--- src/rtl/uart_tx_core_if.sv ---
// Host-side request/handshake bundle for uart_tx_core: byte, frame config,
// send/ready handshake and the per-frame done pulse.
interface uart_tx_core_if;
  logic [7:0] data_in;
  logic       send;
  logic       data_size;
  logic       parity_en;
  logic [1:0] parity_mode;
  logic       stop_bit_size;
  logic       ready;
  logic       done;

  modport master (
    output data_in, send, data_size, parity_en, parity_mode, stop_bit_size,
    input  ready, done
  );

  modport slave (
    input  data_in, send, data_size, parity_en, parity_mode, stop_bit_size,
    output ready, done
  );
endinterface

--- src/rtl/uart_tx_core.sv ---
// UART transmitter: 7/8 data bits, optional odd/even/mark/space parity, 1/2 stop bits,
// internal baud divider. Define UART_TX_BUFFER_EN to add a one-entry request holding register.
module uart_tx_core #(
  parameter int CLK_DIV = 868,
  parameter int DIV_W   = $clog2(CLK_DIV)
) (
  input  logic          clk,
  input  logic          rst,
  uart_tx_core_if.slave host,
  output logic          tx
);

  typedef enum logic [2:0] {S_READY, S_START, S_DATA, S_PARITY, S_END} state_e;

  typedef struct packed {
    logic       size8;
    logic       pen;
    logic [1:0] pmode;
    logic       stop2;
  } cfg_t;

  state_e           state_q, state_d;
  logic [DIV_W-1:0] cnt_q, cnt_d;
  logic [2:0]       bit_q, bit_d;
  logic [7:0]       shift_q, shift_d;
  cfg_t             cfg_q, cfg_d;
  logic             par_q, par_d;
  logic             tx_q, tx_d;
  logic             ready_q, ready_d;
  logic             done_q, done_d;

  logic       bit_tick, frame_end, accept, launch;
  logic [7:0] launch_data, launch_masked;
  cfg_t       launch_cfg, in_cfg;

  assign in_cfg    = {host.data_size, host.parity_en, host.parity_mode, host.stop_bit_size};
  assign accept    = host.send & ready_q;
  assign bit_tick  = (cnt_q == DIV_W'(CLK_DIV - 1));
  assign frame_end = (state_q == S_END) & bit_tick & (bit_q == {2'b00, cfg_q.stop2});

`ifdef UART_TX_BUFFER_EN
  logic       hold_valid_q, hold_valid_d;
  logic [7:0] hold_data_q;
  cfg_t       hold_cfg_q;
  logic       slot_free;

  // A frame may start when idle or on the very edge the current one finishes.
  assign slot_free    = (state_q == S_READY) | frame_end;
  assign launch       = slot_free & (hold_valid_q | accept);
  assign launch_data  = hold_valid_q ? hold_data_q : host.data_in;
  assign launch_cfg   = hold_valid_q ? hold_cfg_q  : in_cfg;
  assign hold_valid_d = hold_valid_q ? ~slot_free : (accept & ~slot_free);

  always_ff @(posedge clk or negedge rst) begin
    if (!rst) begin
      hold_valid_q <= 1'b0;
      hold_data_q  <= '0;
      hold_cfg_q   <= '0;
    end else begin
      hold_valid_q <= hold_valid_d;
      if (accept & ~slot_free) begin
        hold_data_q <= host.data_in;
        hold_cfg_q  <= in_cfg;
      end
    end
  end
`else
  assign launch      = accept;
  assign launch_data = host.data_in;
  assign launch_cfg  = in_cfg;
`endif

  assign launch_masked = launch_cfg.size8 ? launch_data : {1'b0, launch_data[6:0]};

  // NOTE: sequential state uses non-blocking assignments so every register
  // samples the pre-edge values of the others, whatever the statement order.
  always_ff @(posedge clk or negedge rst) begin
    if (!rst) begin
      state_q <= S_READY;
      cnt_q   <= '0;
      bit_q   <= '0;
      shift_q <= '0;
      cfg_q   <= '0;
      par_q   <= 1'b0;
      tx_q    <= 1'b1;
      ready_q <= 1'b1;
      done_q  <= 1'b0;
    end else begin
      state_q <= state_d;
      cnt_q   <= cnt_d;
      bit_q   <= bit_d;
      shift_q <= shift_d;
      cfg_q   <= cfg_d;
      par_q   <= par_d;
      tx_q    <= tx_d;
      ready_q <= ready_d;
      done_q  <= done_d;
    end
  end

  // NOTE: every variable gets a default before the case so no path leaves
  // one unassigned, which would otherwise infer a latch.
  always_comb begin
    state_d = state_q;
    cnt_d   = (state_q == S_READY || bit_tick) ? '0 : cnt_q + DIV_W'(1);
    bit_d   = bit_q;
    shift_d = shift_q;
    cfg_d   = cfg_q;
    par_d   = par_q;
    case (state_q)
      S_START: if (bit_tick) begin
        state_d = S_DATA;
        bit_d   = '0;
      end
      S_DATA: if (bit_tick) begin
        shift_d = shift_q >> 1;
        if (bit_q == (cfg_q.size8 ? 3'd7 : 3'd6)) begin
          state_d = cfg_q.pen ? S_PARITY : S_END;
          bit_d   = '0;
        end else begin
          bit_d = bit_q + 3'd1;
        end
      end
      S_PARITY: if (bit_tick) state_d = S_END;
      S_END: if (bit_tick) begin
        if (frame_end) state_d = S_READY;
        else           bit_d   = bit_q + 3'd1;
      end
      default: ;
    endcase
    if (launch) begin
      state_d = S_START;
      cnt_d   = '0;
      bit_d   = '0;
      shift_d = launch_masked;
      cfg_d   = launch_cfg;
      par_d   = launch_cfg.pmode[0] ^ (launch_cfg.pmode[1] & ^launch_masked);
    end
  end

  // Outputs are decoded from the next state so they register in step with it.
  always_comb begin
    tx_d = 1'b1;
    case (state_d)
      S_START:  tx_d = 1'b0;
      S_DATA:   tx_d = shift_d[0];
      S_PARITY: tx_d = par_d;
      default:  tx_d = 1'b1;
    endcase
`ifdef UART_TX_BUFFER_EN
    ready_d = ~hold_valid_d;
`else
    ready_d = (state_d == S_READY);
`endif
    done_d = frame_end;
  end

  assign tx         = tx_q;
  assign host.ready = ready_q;
  assign host.done  = done_q;

endmodule

--- src/flat_wrapper.sv ---
// flat-port wrapper written by rule: the top's interface ports become plain ports
module uart_tx_core_flat 
#(
  parameter int CLK_DIV = 868,
  parameter int DIV_W   = $clog2(CLK_DIV)
)
  (clk, rst, tx, host_data_in, host_send, host_data_size, host_parity_en, host_parity_mode, host_stop_bit_size, host_ready, host_done);
  uart_tx_core_if host_i ();
  input  logic clk;
  input  logic rst;
  output logic tx;
  input wire logic [$bits(host_i.data_in)-1:0] host_data_in;
  input wire logic [$bits(host_i.send)-1:0] host_send;
  input wire logic [$bits(host_i.data_size)-1:0] host_data_size;
  input wire logic [$bits(host_i.parity_en)-1:0] host_parity_en;
  input wire logic [$bits(host_i.parity_mode)-1:0] host_parity_mode;
  input wire logic [$bits(host_i.stop_bit_size)-1:0] host_stop_bit_size;
  output wire logic [$bits(host_i.ready)-1:0] host_ready;
  output wire logic [$bits(host_i.done)-1:0] host_done;
  assign host_i.data_in = host_data_in;
  assign host_i.send = host_send;
  assign host_i.data_size = host_data_size;
  assign host_i.parity_en = host_parity_en;
  assign host_i.parity_mode = host_parity_mode;
  assign host_i.stop_bit_size = host_stop_bit_size;
  assign host_ready = host_i.ready;
  assign host_done = host_i.done;
  uart_tx_core #(.CLK_DIV(CLK_DIV), .DIV_W(DIV_W)) u_core (.clk(clk), .rst(rst), .host(host_i), .tx(tx));
endmodule
--- config.mk ---
export PLATFORM = sky130hd
export DESIGN_NAME = uart_tx_core_flat
export DESIGN_NICKNAME = d
export VERILOG_FILES = /design/src/rtl/uart_tx_core_if.sv /design/src/rtl/uart_tx_core.sv /design/src/flat_wrapper.sv
export SDC_FILE = /design/constraint.sdc
export NUM_CORES = 1
export LEC_CHECK = 0
export ABC_CLOCK_PERIOD_IN_PS = 1850
export CAP_MARGIN = 5
export CORE_ASPECT_RATIO = 0.9
export CORE_MARGIN = 1
export CORE_UTILIZATION = 50
export DETAILED_ROUTE_END_ITERATION = 10
export GPL_TIMING_DRIVEN = 1
export PLACE_DENSITY = 0.68
export RECOVER_POWER = 50
export SLEW_MARGIN = 20
export SYNTH_ARGS = -nofsm -noshare
export SYNTH_HDL_FRONTEND = slang
export SYNTH_SLANG_ARGS = --single-unit
--- constraint.sdc ---
create_clock -name clk -period 1.85 [get_ports clk]
set_input_delay 0.2775 -clock clk [delete_from_list [all_inputs] [get_ports clk]]
set_output_delay 0.2775 -clock clk [all_outputs]
set_load 0.05 [all_outputs]
==> impl_table.tex, run 1 <==
\begin{tabular}{lr}
\hline
Metric & Value \\
\hline
\multicolumn{2}{l}{\textbf{Synthesis}} \\
\quad YS warnings & 0 \\
\quad Area of the mapped netlist & 1668 um\^{}2 \\
\quad Predominant post-synthesis flop cell & dfrtp\_1 \\
\quad Post-synthesis cell type count & 48 \\
\quad Share of synthesized registers carrying an async set or reset & 100.0\% \\
\quad Register bit total from synthesis & 31 \\
\quad Synthesized net count & 184 \\
\quad Number of enable-type register cells in the synthesized netlist & 0 \\
\quad Average size of a mapped cell & 10.05 um\^{}2 \\
\quad Post-Synthesis Cells & 166 \\
\quad Share of synthesized area occupied by flip-flops and latches & 46.66\% \\
\multicolumn{2}{l}{\textbf{Cells and area}} \\
\quad Antenna Cells & 0 \\
\quad Cell area after layout & 2078 um\^{}2 \\
\quad End-of-flow core utilization & 66.73\% \\
\quad Filler Cells Inserted & 278 \\
\quad Area of the multi-input gates & 869.6 um\^{}2 \\
\quad Total Nets Final & 214 \\
\quad Area growth, synth to finish & 24.61\% \\
\quad Area of all sequential standard cells & 778.2 um\^{}2 \\
\quad Fraction of layout instances using a drive strength above 1 & 20.30\% \\
\multicolumn{2}{l}{\textbf{Run status}} \\
\quad Run status & completed \\
\multicolumn{2}{l}{\textbf{Detailed routing}} \\
\quad Vias per cell & 5.151 \\
\quad Number of violations reported at the end of detailed-routing iteration 0 & 75 \\
\quad Total Routed Length & 3.244 mm \\
\quad Remaining routing DRC violations & 0 \\
\quad Drt first pass iters & 4 \\
\quad Detailed-route via count & 1231 \\
\quad Count of antenna-violating nets left after detailed routing & 0 \\
\quad Average routed wire per standard cell & 13.57 um \\
\multicolumn{2}{l}{\textbf{Clock tree}} \\
\quad Later-pin clock latency in the skew report & 280 ps \\
\quad H-Tree Level Count & 2 \\
\quad TritonCTS clock tree & done \\
\quad Num CTS Buffers & 5 \\
\quad Clock tree buffer depth & 2 \\
\quad Clock input transition at the sequential cells of the worst setup and hold paths & 60 ps \\
\quad Number of clock sinks seen by CTS & 31 \\
\quad Clock root buffer & clkbuf\_8 \\
\multicolumn{2}{l}{\textbf{Pwr}} \\
\quad Part of the power in registers & 50.8\% \\
\quad Clock share of power & 42.9\% \\
\quad Pwr Density & 643.2 nW/um\^{}2 \\
\quad Peak supply drop & 430.9 uV \\
\quad Total net switching power & 268.4 uW \\
\quad Net switching share of the total power & 20.08\% \\
\quad Share of total power in combinational logic & 6.3\% \\
\quad Leak & 0.0009001 uW \\
\quad Internal Dissipation & 1068 uW \\
\multicolumn{2}{l}{\textbf{Worst setup path}} \\
\quad Kind of end point of the critical path & flip-flop \\
\quad Termination of the worst setup path & u\_core.host.ready \\
\quad Crit Path Max Fanout & 5 \\
\quad Type of origin of the critical path & flip-flop \\
\quad FF-to-FF setup slack & 50 ps \\
\quad Source of the worst register-to-register timing path & u\_core.cnt\_q[1] \\
\quad R2r endpoint & u\_core.host.ready \\
\quad Worst R2R Path Depth & 7 \\
\quad Worst endpoint data arrival time & 2000 ps \\
\quad Required time of the critical path & 2060 ps \\
\quad Source of the critical timing path & u\_core.cnt\_q[1] \\
\quad Type of the worst setup path & reg -> reg \\
\multicolumn{2}{l}{\textbf{Global routing}} \\
\quad Global-route met1 utilization & 24.18\% \\
\quad Overall track demand over capacity in global routing & 20.41\% \\
\quad Routing usage on met2 & 33.79\% \\
\quad Number of global-route vias before repair & 1262 \\
\quad Pin count of the biggest net entering global routing & 32 \\
\quad Total grt overflow & 0 \\
\quad Wire length of the first global-routing pass & 5.478 mm \\
\quad Initial antenna violation count & 0 \\
\quad Met3 routing resource usage after global routing & 5.488\% \\
\quad GRT busiest layer & met2 \\
\multicolumn{2}{l}{\textbf{Placement}} \\
\quad Placer congestion estimate & 0.7630 \\
\quad PortBufs & 18 \\
\quad Instance area at placement & 1918 um\^{}2 \\
\quad Hpwl dp & 2.250 mm \\
\quad Post-place setup slack & -24.65 ps \\
\multicolumn{2}{l}{\textbf{Floorplan}} \\
\quad Overall die area & 3571 um\^{}2 \\
\quad Total number of placement rows & 19 \\
\quad Starting utilization of the core area & 53.56\% \\
\quad Horizontal extent of the die & 62.88 um \\
\quad Core Box Area & 3114 um\^{}2 \\
\quad Ports placed on the boundary & 19 \\
\quad Vertical die dimension & 56.79 um \\
\multicolumn{2}{l}{\textbf{STA}} \\
\quad Final clock skew & 2.275 ps \\
\quad Number of max-slew violations in the final report & 0 \\
\quad Pin slew with the least headroom to its limit & 763.8 ps \\
\quad Final setup margin & 54.44 ps \\
\quad Count of endpoints failing setup in the final report & 0 \\
\quad Shortest clock period the worst path allows after layout & 1796 ps \\
\quad Worst slew slack as a fraction of its limit & 49.08\% \\
\quad Fin crit share & 97.06\% \\
\quad Highest Clock Rate & 0.5569 GHz \\
\quad RSZ-0062 raised after global routing & yes \\
\quad Hold violation total from the final report & 0 \\
\multicolumn{2}{l}{\textbf{Worst hold path}} \\
\quad Worst hold path type & reg -> reg \\
\multicolumn{2}{l}{\textbf{Job}} \\
\quad Count of maximum capacitance violations & 0 \\
\hline
\end{tabular}
logic make-up (layout without fill, tap and decap cells):
family,count (synthesis),after routing,synth area share [%]
AND/OR/NAND/NOR,73,73,23.86
multiplexers,6,6,3.601
buffers and inverters,10,41,3.376
adder cells (fa/ha/maj),2,2,1.500
flip-flops,31,31,46.66
XOR/XNOR,17,17,9.753
AO/OA/AOI/OAI,27,27,11.25
layout make-up:
type	count	share of cell area, %
multi-input cells	125	41.84
flip-flops and latches	31	37.45
repair buffers	30	12.82
clock buffers	8	4.816
well taps	42	2.529
inverters	3	0.5418
synthesized netlist by cell type (2+ instances only):
master    instances  share of area [%]
dfrtp_1          29                 44
nor3_1            3               0.90
o31ai_1           2               0.90
a21oi_1           5                1.5
nor2_1           20                4.5
xor2_1            9                4.7
xnor2_1           7                3.7
inv_1             3               0.68
ha_1              2                1.5
nand3b_1          2               0.90
o21ai_1           8                2.4
nand2_1          23                5.2
a21o_1            2               0.90
nand3_1           6                1.8
buf_2             3               0.90
mux2i_1           6                3.6
dfstp_2           2                3.2
nand4_1           2               0.75
and2_1            2               0.75
o21ai_0           2               0.60
power groups by stage:
stage	Combinational (uW)	Clock [uW]	Sequential, uW
global route	92.7	616	678
CTS	88.1	591	678
finish	84.8	573	678
floorplan	33.8	0	691
detailed placement	87.8	0	690
global placement	84.8	0	690
placed cells by master, fill, tap and decap left out, drive strengths merged, types with 3 or more instances in the layout:
master,netlist,routed
a21oi,5,5
and2,3,3
buf,5,13
clkbuf,2,9
clkdlybuf4s50,0,15
dfrtp,29,29
inv,3,3
mux2i,6,6
nand2,23,23
nand3,7,7
nand4,3,3
nor2,20,20
nor3,4,4
o21ai,10,10
xnor2,7,7
xor2,9,9
flip-flops by register name, indices dropped and copies added, names as in the netlist:
register           count
u_core.cnt_q          10
u_core.shift_q         8
u_core.bit_q           3
u_core.cfg_q           3
u_core.state_q         3
u_core.host.done       1
u_core.host.ready      1
u_core.par_q           1
u_core.tx              1
layer usage:
| metal | wire (um) | vias up |
|---|---|---|
| met3 | 110 | 7 |
| li1 | - | 633 |
| met2 | 1515 | 22 |
| met4 | 53 | 0 |
| met5 | 0 | - |
| met1 | 1564 | 569 |
through the flow:
stage               hold WS (ps)  TNS, ps  std cells  power, uW
floorplan                 -18.09        0        166      724.5
global placement           480.9        0        228      775.3
detailed placement         495.8   -24.65        228      778.3
CTS                        409.1        0        236       1357
global route               525.8   -250.0        239       1387
finish                     514.2        0        239       1337
what timing repair did:
item,4_1_cts,5_1_grt
setup endpoints to repair,0,9
hold buffers,0,0
buffers inserted,0,3
resized for setup,0,8
worst min-delay path by stage:
stage                      end       startpoint  cells past startpoint
2_1_floorplan  u_core.bit_q[0]              rst                      0
3_3_place_gp      u_core.par_q     u_core.par_q                      2
3_5_place_dp   u_core.cfg_q[0]  u_core.cfg_q[0]                      2
4_1_cts        u_core.cnt_q[6]              rst                      2
5_1_grt        u_core.cfg_q[3]   host_parity_en                      3
6_report       u_core.cfg_q[0]  u_core.cfg_q[0]                      2
critical path, cell delays in order (launching register included):
cell and delay (ps):
dfrtp_1 370, ha_2 200, nor4b_4 280, and4b_4 320
buf_4 130, a31oi_4 90, buf_4 160, nor3_2 170
Power figures use the tool's default switching activity.
==> inputs of run 2 (changes only) <==
CTS_BUF_LIST = sky130_fd_sc_hd__clkbuf_8   (was not set)
==> impl_table.tex, run 2 (synthesis results as in run 1) <==
\begin{tabular}{lr}
\hline
Metric & Value \\
\hline
\multicolumn{2}{l}{\textbf{Placement}} \\
\quad Placer congestion estimate & 0.7630 (unchanged) \\
\quad Hpwl dp & 2.250 mm (unchanged) \\
\quad PortBufs & 18 (unchanged) \\
\quad Number of placed instances, taps included & 228 (unchanged) \\
\quad Instance area at placement & 1918 um\^{}2 (unchanged) \\
\multicolumn{2}{l}{\textbf{Cells and area}} \\
\quad Post-route non-filler standard cell count & 239 (unchanged) \\
\quad Most used cells in the layout excluding fill and tap cells & 29 x dfrtp\_1, 23 x nand2\_1, 19 x nor2\_1, 15 x clkdlybuf4s50\_1, 12 x buf\_4 (unchanged) \\
\quad Cell area after layout & 2078 um\^{}2 (unchanged) \\
\quad Total Nets Final & 214 (unchanged) \\
\quad Largest register by flop count & u\_core.cnt\_q (unchanged) \\
\quad Fraction of layout instances using a drive strength above 1 & 20.30\% (unchanged) \\
\quad Most common cell after layout, fill and taps aside & dfrtp\_1 (unchanged) \\
\quad Antenna Cells & 0 (unchanged) \\
\quad Area growth, synth to finish & 24.61\% (unchanged) \\
\quad End-of-flow core utilization & 66.73\% (unchanged) \\
\quad Largest registers ranked by flip-flop count & u\_core.cnt\_q x10, u\_core.shift\_q x8 (unchanged) \\
\quad Number of flip-flops in the largest register & 10 (unchanged) \\
\multicolumn{2}{l}{\textbf{STA}} \\
\quad TNS Setup & 0 ps (unchanged) \\
\quad Hold violation total from the final report & 0 (unchanged) \\
\quad Fin crit share & 97.09\% (was 97.06\%) \\
\quad Worst slew slack as a fraction of its limit & 49.08\% (unchanged) \\
\quad Number of max-slew violations in the final report & 0 (unchanged) \\
\quad Pin slew with the least headroom to its limit & 763.8 ps (unchanged) \\
\quad Final clock skew & 2.275 ps (unchanged) \\
\quad Highest Clock Rate & 0.5568 GHz (was 0.5569 GHz) \\
\quad Shortest clock period the worst path allows after layout & 1796 ps (about the same) \\
\quad RSZ-0062 raised after global routing & yes (unchanged) \\
\quad Count of endpoints failing setup in the final report & 0 (unchanged) \\
\multicolumn{2}{l}{\textbf{Floorplan}} \\
\quad Core Box Area & 3114 um\^{}2 (unchanged) \\
\quad Starting utilization of the core area & 53.56\% (unchanged) \\
\quad Vertical die dimension & 56.79 um (unchanged) \\
\quad Ports placed on the boundary & 19 (unchanged) \\
\quad Horizontal extent of the die & 62.88 um (unchanged) \\
\quad Overall die area & 3571 um\^{}2 (unchanged) \\
\quad Total number of placement rows & 19 (unchanged) \\
\multicolumn{2}{l}{\textbf{Worst hold path}} \\
\quad Startpoint of the worst hold path & u\_core.cfg\_q[0] (unchanged) \\
\quad Worst hold path type & reg -> reg (unchanged) \\
\quad Worst-case hold path end point & u\_core.cfg\_q[0] (unchanged) \\
\quad Worst Hold Path Cells & 2 (unchanged) \\
\multicolumn{2}{l}{\textbf{Detailed routing}} \\
\quad Remaining routing DRC violations & 0 (unchanged) \\
\quad Total Routed Length & 3.244 mm (unchanged) \\
\quad Vias per cell & 5.151 (unchanged) \\
\quad Number of violations reported at the end of detailed-routing iteration 0 & 75 (unchanged) \\
\quad Drt first pass iters & 4 (unchanged) \\
\quad Average routed wire per standard cell & 13.57 um (unchanged) \\
\quad Count of antenna-violating nets left after detailed routing & 0 (unchanged) \\
\quad Detailed-route via count & 1231 (unchanged) \\
\multicolumn{2}{l}{\textbf{Clock tree}} \\
\quad Clock input transition at the sequential cells of the worst setup and hold paths & 60 ps (about the same) \\
\quad H-Tree Level Count & 2 (unchanged) \\
\quad Clock tree buffer depth & 2 (unchanged) \\
\quad Later-pin clock latency in the skew report & 280 ps (about the same) \\
\quad Clock root buffer & clkbuf\_8 (unchanged) \\
\quad TritonCTS clock tree & done (unchanged) \\
\quad Num CTS Buffers & 5 (unchanged) \\
\quad Number of clock sinks seen by CTS & 31 (unchanged) \\
\multicolumn{2}{l}{\textbf{Worst setup path}} \\
\quad Source of the critical timing path & u\_core.cnt\_q[1] (unchanged) \\
\quad Slowest CP cell & dfrtp\_1 (unchanged) \\
\quad Cell family with most CP delay & simple AND/OR/NAND/NOR gates (unchanged) \\
\quad Buffers and inverters on the worst path & 2 (unchanged) \\
\quad Cell Chain, Critical Path & ha\_2, nor4b\_4, and4b\_4, buf\_4, a31oi\_4, buf\_4, nor3\_2 (unchanged) \\
\quad Worst R2R Path Depth & 7 (unchanged) \\
\quad FF-to-FF setup slack & 50 ps (about the same) \\
\quad Type of origin of the critical path & flip-flop (unchanged) \\
\quad Delay contributed by the slowest stage of the critical path & 370 ps (about the same) \\
\quad Worst endpoint data arrival time & 2000 ps (about the same) \\
\quad Required time of the critical path & 2060 ps (about the same) \\
\quad Type of the worst setup path & reg -> reg (unchanged) \\
\quad Kind of end point of the critical path & flip-flop (unchanged) \\
\quad R2r endpoint & u\_core.host.ready (unchanged) \\
\quad Source of the worst register-to-register timing path & u\_core.cnt\_q[1] (unchanged) \\
\quad Worst path depth & 7 (unchanged) \\
\quad Cell occurring most often along the worst timing path & buf\_4 (unchanged) \\
\quad Crit Path Max Fanout & 5 (unchanged) \\
\multicolumn{2}{l}{\textbf{Run status}} \\
\quad Run status & completed (unchanged) \\
\multicolumn{2}{l}{\textbf{Pwr}} \\
\quad Leak & 0.0009042 uW (was 0.0009001 uW) \\
\quad Post-layout power & 1332 uW (was 1337 uW) \\
\quad Pwr Density & 640.8 nW/um\^{}2 (was 643.2 nW/um\^{}2) \\
\quad Peak supply drop & 430.8 uV (was 430.9 uV) \\
\multicolumn{2}{l}{\textbf{Global routing}} \\
\quad Total grt overflow & 0 (unchanged) \\
\quad Initial antenna violation count & 0 (unchanged) \\
\quad Pin count of the biggest net entering global routing & 32 (unchanged) \\
\quad Overall track demand over capacity in global routing & 20.41\% (unchanged) \\
\quad Number of global-route vias before repair & 1262 (unchanged) \\
\quad Wire length of the first global-routing pass & 5.478 mm (unchanged) \\
\multicolumn{2}{l}{\textbf{Job}} \\
\quad Count of maximum capacitance violations & 0 (unchanged) \\
\hline
\end{tabular}
[run 2: worst min-delay path, delay by kind of cell (launching register included)]
| family | cells | cell delay (ps) |
|---|---|---|
| DFF | 1 | 370 |
| and+or+nand+nor | 2 | 120 |
[run 2: what timing repair did]
item                       4_1_cts  5_1_grt
resized for setup                0        8
buffers inserted                 0        3
hold buffers                     0        0
setup endpoints to repair        0        9
[run 2: stage by stage]
step	setup slack (ps)	hold WS (ps)
global placement	55.75	480.9
floorplan	174.8	-18.09
CTS	9.600	409.1
global route	-112.7	525.8
finish	53.89	514.2
detailed placement	-24.65	495.8
[run 2: worst max path at each step]
stage	to	slack (ps)
global placement	u_core.par_q	60
global route	u_core.tx	-110
finish	u_core.host.ready	50
CTS	u_core.host.ready	10
floorplan	u_core.tx	170
detailed placement	u_core.par_q	-20
[run 2: area by class of cell]
type / count / area, um^2
clock buffers: 7 / 96.34
fillers: 278 / 1036
inverters: 3 / 11.26
repair buffers: 30 / 266.5
clock inverters: 1 / 3.754
multi-input cells: 125 / 869.6
flip-flops and latches: 31 / 778.2
well taps: 42 / 52.55
[run 2: metal layers]
layer  global-route usage [%]  wire [um]  vias to the layer above
met5                        0          0                        -
met4                    10.63         53                        0
met3                    5.488        110                        7
met2                    33.79       1515                       22
met1                    24.18       1565                      569
li1                         -          -                      633
[run 2: power breakdown]
part           switching, uW  internal (uW)
Clock                    235            333
Sequential                 0            678
Combinational           33.7           51.0
==> inputs of run 3 (changes only) <==
ABC_AREA = 1   (was not set)
==> impl_table.tex, run 3 <==
\begin{tabular}{lr}
\hline
Metric & Value \\
\hline
\multicolumn{2}{l}{\textbf{Run status}} \\
\quad Run status & completed (unchanged) \\
\multicolumn{2}{l}{\textbf{STA}} \\
\quad Highest Clock Rate & 0.5822 GHz (was 0.5568 GHz) \\
\quad Hold violation total from the final report & 0 (unchanged) \\
\quad Count of endpoints failing setup in the final report & 0 (unchanged) \\
\quad TNS Setup & 0 ps (unchanged) \\
\quad Fin crit share & 92.84\% (was 97.09\%) \\
\quad RSZ-0062 raised after global routing & no (was yes) \\
\quad Shortest clock period the worst path allows after layout & 1718 ps (was 1796 ps) \\
\quad Final setup margin & 132.4 ps (was 53.89 ps) \\
\quad Final clock skew & 3.270 ps (was 2.275 ps) \\
\quad Number of max-slew violations in the final report & 0 (unchanged) \\
\quad Pin slew with the least headroom to its limit & 757.9 ps (was 763.8 ps) \\
\quad Worst slew slack as a fraction of its limit & 49.48\% (was 49.08\%) \\
\multicolumn{2}{l}{\textbf{Clock tree}} \\
\quad Num CTS Buffers & 5 (unchanged) \\
\quad Clock tree buffer depth & 2 (unchanged) \\
\quad Later-pin clock latency in the skew report & 280 ps (about the same) \\
\quad Clock input transition at the sequential cells of the worst setup and hold paths & 70 ps (was 60 ps) \\
\quad H-Tree Level Count & 2 (unchanged) \\
\quad TritonCTS clock tree & done (unchanged) \\
\quad Clock root buffer & clkbuf\_8 (unchanged) \\
\quad Number of clock sinks seen by CTS & 31 (unchanged) \\
\quad Hold buffer count at cts & 0 (unchanged) \\
\multicolumn{2}{l}{\textbf{Detailed routing}} \\
\quad Total Routed Length & 3.608 mm (was 3.244 mm) \\
\quad Count of antenna-violating nets left after detailed routing & 0 (unchanged) \\
\quad Vias per cell & 5.087 (was 5.151) \\
\quad Detailed-route via count & 1587 (was 1231) \\
\quad Average routed wire per standard cell & 11.56 um (was 13.57 um) \\
\quad Remaining routing DRC violations & 0 (unchanged) \\
\quad Drt first pass iters & 4 (unchanged) \\
\quad Number of violations reported at the end of detailed-routing iteration 0 & 132 (was 75) \\
\multicolumn{2}{l}{\textbf{Synthesis}} \\
\quad Fraction of post-synthesis cell area in the top cell type by area & 40.64\% (was 43.51\%) \\
\quad Number of enable-type register cells in the synthesized netlist & 0 (unchanged) \\
\quad Most area-consuming cells after synthesis & dfrtp\_1 41\%, nand2\_1 17\%, inv\_1 6.7\% (was dfrtp\_1 44\%, nand2\_1 5.2\%, xor2\_1 4.7\%) \\
\quad Most frequent cell after synthesis & nand2\_1 (was dfrtp\_1) \\
\quad Predominant post-synthesis flop cell & dfrtp\_1 (unchanged) \\
\quad Register bit total from synthesis & 31 (unchanged) \\
\quad Share of synthesized area occupied by flip-flops and latches & 43.59\% (was 46.66\%) \\
\quad Post-Synthesis Cells & 240 (was 166) \\
\quad Average size of a mapped cell & 7.439 um\^{}2 (was 10.05 um\^{}2) \\
\quad Post-synthesis cell type count & 31 (was 48) \\
\quad YS warnings & 0 (unchanged) \\
\quad Post-synth top cells & 79 x nand2\_1, 32 x inv\_1, 29 x dfrtp\_1 (was 29 x dfrtp\_1, 23 x nand2\_1, 20 x nor2\_1) \\
\quad Area of the mapped netlist & 1785 um\^{}2 (was 1668 um\^{}2) \\
\quad Largest area contributor in the netlist & dfrtp\_1 (unchanged) \\
\quad Share of synthesized registers carrying an async set or reset & 100.0\% (unchanged) \\
\quad Synthesized net count & 258 (was 184) \\
\multicolumn{2}{l}{\textbf{Floorplan}} \\
\quad Vertical die dimension & 58.69 um (was 56.79 um) \\
\quad Overall die area & 3814 um\^{}2 (was 3571 um\^{}2) \\
\quad Horizontal extent of the die & 64.99 um (was 62.88 um) \\
\quad Total number of placement rows & 20 (was 19) \\
\quad Ports placed on the boundary & 19 (unchanged) \\
\quad Starting utilization of the core area & 52.46\% (was 53.56\%) \\
\quad Core Box Area & 3403 um\^{}2 (was 3114 um\^{}2) \\
\multicolumn{2}{l}{\textbf{Pwr}} \\
\quad Post-layout power & 1454 uW (was 1332 uW) \\
\quad Leak & 0.001109 uW (was 0.0009042 uW) \\
\quad Pwr Density & 676.0 nW/um\^{}2 (was 640.8 nW/um\^{}2) \\
\quad Peak supply drop & 551.9 uV (was 430.8 uV) \\
\multicolumn{2}{l}{\textbf{Cells and area}} \\
\quad Most common cell after layout, fill and taps aside & nand2\_1 (was dfrtp\_1) \\
\quad Largest registers ranked by flip-flop count & u\_core.cnt\_q x10, u\_core.shift\_q x8 (unchanged) \\
\quad Post-route non-filler standard cell count & 312 (was 239) \\
\quad Fraction of layout instances using a drive strength above 1 & 12.31\% (was 20.30\%) \\
\quad Total Nets Final & 285 (was 214) \\
\quad Number of flip-flops in the largest register & 10 (unchanged) \\
\quad Most used cells in the layout excluding fill and tap cells & 79 x nand2\_1, 32 x inv\_1, 29 x dfrtp\_1, 18 x nor2\_1, 16 x nand3\_1 (was 29 x dfrtp\_1, 23 x nand2\_1, 19 x nor2\_1, 15 x clkdlybuf4s50\_1, 12 x buf\_4) \\
\quad Largest register by flop count & u\_core.cnt\_q (unchanged) \\
\quad Antenna Cells & 0 (unchanged) \\
\quad Area growth, synth to finish & 20.46\% (was 24.61\%) \\
\multicolumn{2}{l}{\textbf{Placement}} \\
\quad Hpwl dp & 2.688 mm (was 2.250 mm) \\
\quad Post-place setup slack & 146.7 ps (was -24.65 ps) \\
\quad PortBufs & 18 (unchanged) \\
\quad Placer congestion estimate & 0.8151 (was 0.7630) \\
\quad Number of placed instances, taps included & 304 (was 228) \\
\multicolumn{2}{l}{\textbf{Global routing}} \\
\quad Wire length of the first global-routing pass & 6.216 mm (was 5.478 mm) \\
\quad Overall track demand over capacity in global routing & 21.69\% (was 20.41\%) \\
\quad Pin count of the biggest net entering global routing & 32 (unchanged) \\
\quad Number of global-route vias before repair & 1494 (was 1262) \\
\quad Initial antenna violation count & 0 (unchanged) \\
\quad Total grt overflow & 0 (unchanged) \\
\multicolumn{2}{l}{\textbf{Worst setup path}} \\
\quad Crit Path Max Fanout & 10 (was 5) \\
\quad Required time of the critical path & 2010 ps (was 2060 ps) \\
\quad Type of the worst setup path & reg -> reg (unchanged) \\
\quad Worst endpoint data arrival time & 1880 ps (was 2000 ps) \\
\quad Type of origin of the critical path & flip-flop (unchanged) \\
\quad Kind of end point of the critical path & flip-flop (unchanged) \\
\multicolumn{2}{l}{\textbf{Job}} \\
\quad Count of maximum capacitance violations & 0 (unchanged) \\
\multicolumn{2}{l}{\textbf{Worst hold path}} \\
\quad Worst hold path type & reg -> reg (unchanged) \\
\hline
\end{tabular}
run 3: changes by cell type after synthesis, moves of 6 or more:
cell / previous run / this run
mux2i_1: 6 / 0
nand3_1: 6 / 16
xor2_1: 9 / 1
o21ai_1: 8 / 2
nand2_1: 23 / 79
o21ai_0: 2 / 8
xnor2_1: 7 / 1
inv_1: 3 / 32
run 3: final timing paths:
path / start / to / slack, ps / cells past startpoint
worst max-delay path: u_core.cnt_q[0] / u_core.cnt_q[2] / 130 / 6
worst max register to register: u_core.cnt_q[0] / u_core.cnt_q[2] / 130 / 6
min in group asynchronous: rst / u_core.cfg_q[3] / 590 / 2
worst min-delay path: u_core.par_q / u_core.par_q / 490 / 2
worst min register to register: u_core.par_q / u_core.par_q / 490 / 2
max in group asynchronous: rst / u_core.shift_q[7] / 770 / 2
run 3: through the flow:
stage                     hold WS, ps  utilization, %  area, um^2
final                           485.8           63.20        2151
after detailed placement        471.8           59.85        2037
after global routing            516.6           63.20        2151
after floorplan                -18.09               -        1785
after global placement          466.8           59.85        2037
after CTS                       408.2           63.31        2155
run 3: power breakdown:
group | internal [uW] | leakage (uW) | total (uW) | switching, uW
Combinational | 41.7 | 0.000662 | 88.0 | 46.3
Sequential | 678 | 0.000385 | 678 | 0
Clock | 435 | 0.0000612 | 688 | 253
run 3: metal layers:
layer	part of all wire [%]	vias up	GRT usage [%]
li1	-	820	-
met1	46	728	26.08
met2	48	35	37.80
met3	6.0	4	5.620
met4	0.83	0	7.302
met5	0	-	0
run 3: layout make-up:
type	count	area [um^2]
clock buffers	6	82.58
clock inverters	2	35.03
fillers	322	1252
inverters	37	138.9
multi-input cells	170	862.1
flip-flops and latches	31	778.2
well taps	44	55.05
repair buffers	22	198.9
run 3: repair_timing:
item                                    4_1_cts  5_1_grt
endpoints found under the setup margin        0        1
setup buffers                                 0        0
resized for setup                             0        1
run 3: cell families (layout without fill, tap and decap cells):
group | after synthesis | after routing | synth area share [%]
fa+ha+maj | 2 | 2 | 1.401
simple gates | 141 | 141 | 37.35
compound gates | 25 | 25 | 8.409
buf+inv | 39 | 67 | 8.268
xor+xnor | 2 | 2 | 0.9813
flops | 31 | 31 | 43.59
run 3: critical path, stage by stage (launching register included):
cell,delay (ps)
dfrtp_1,420
ha_2,220
nand3_1,100
nor2_2,50
nand2_1,90
nand3_1,330
nor3b_1,390
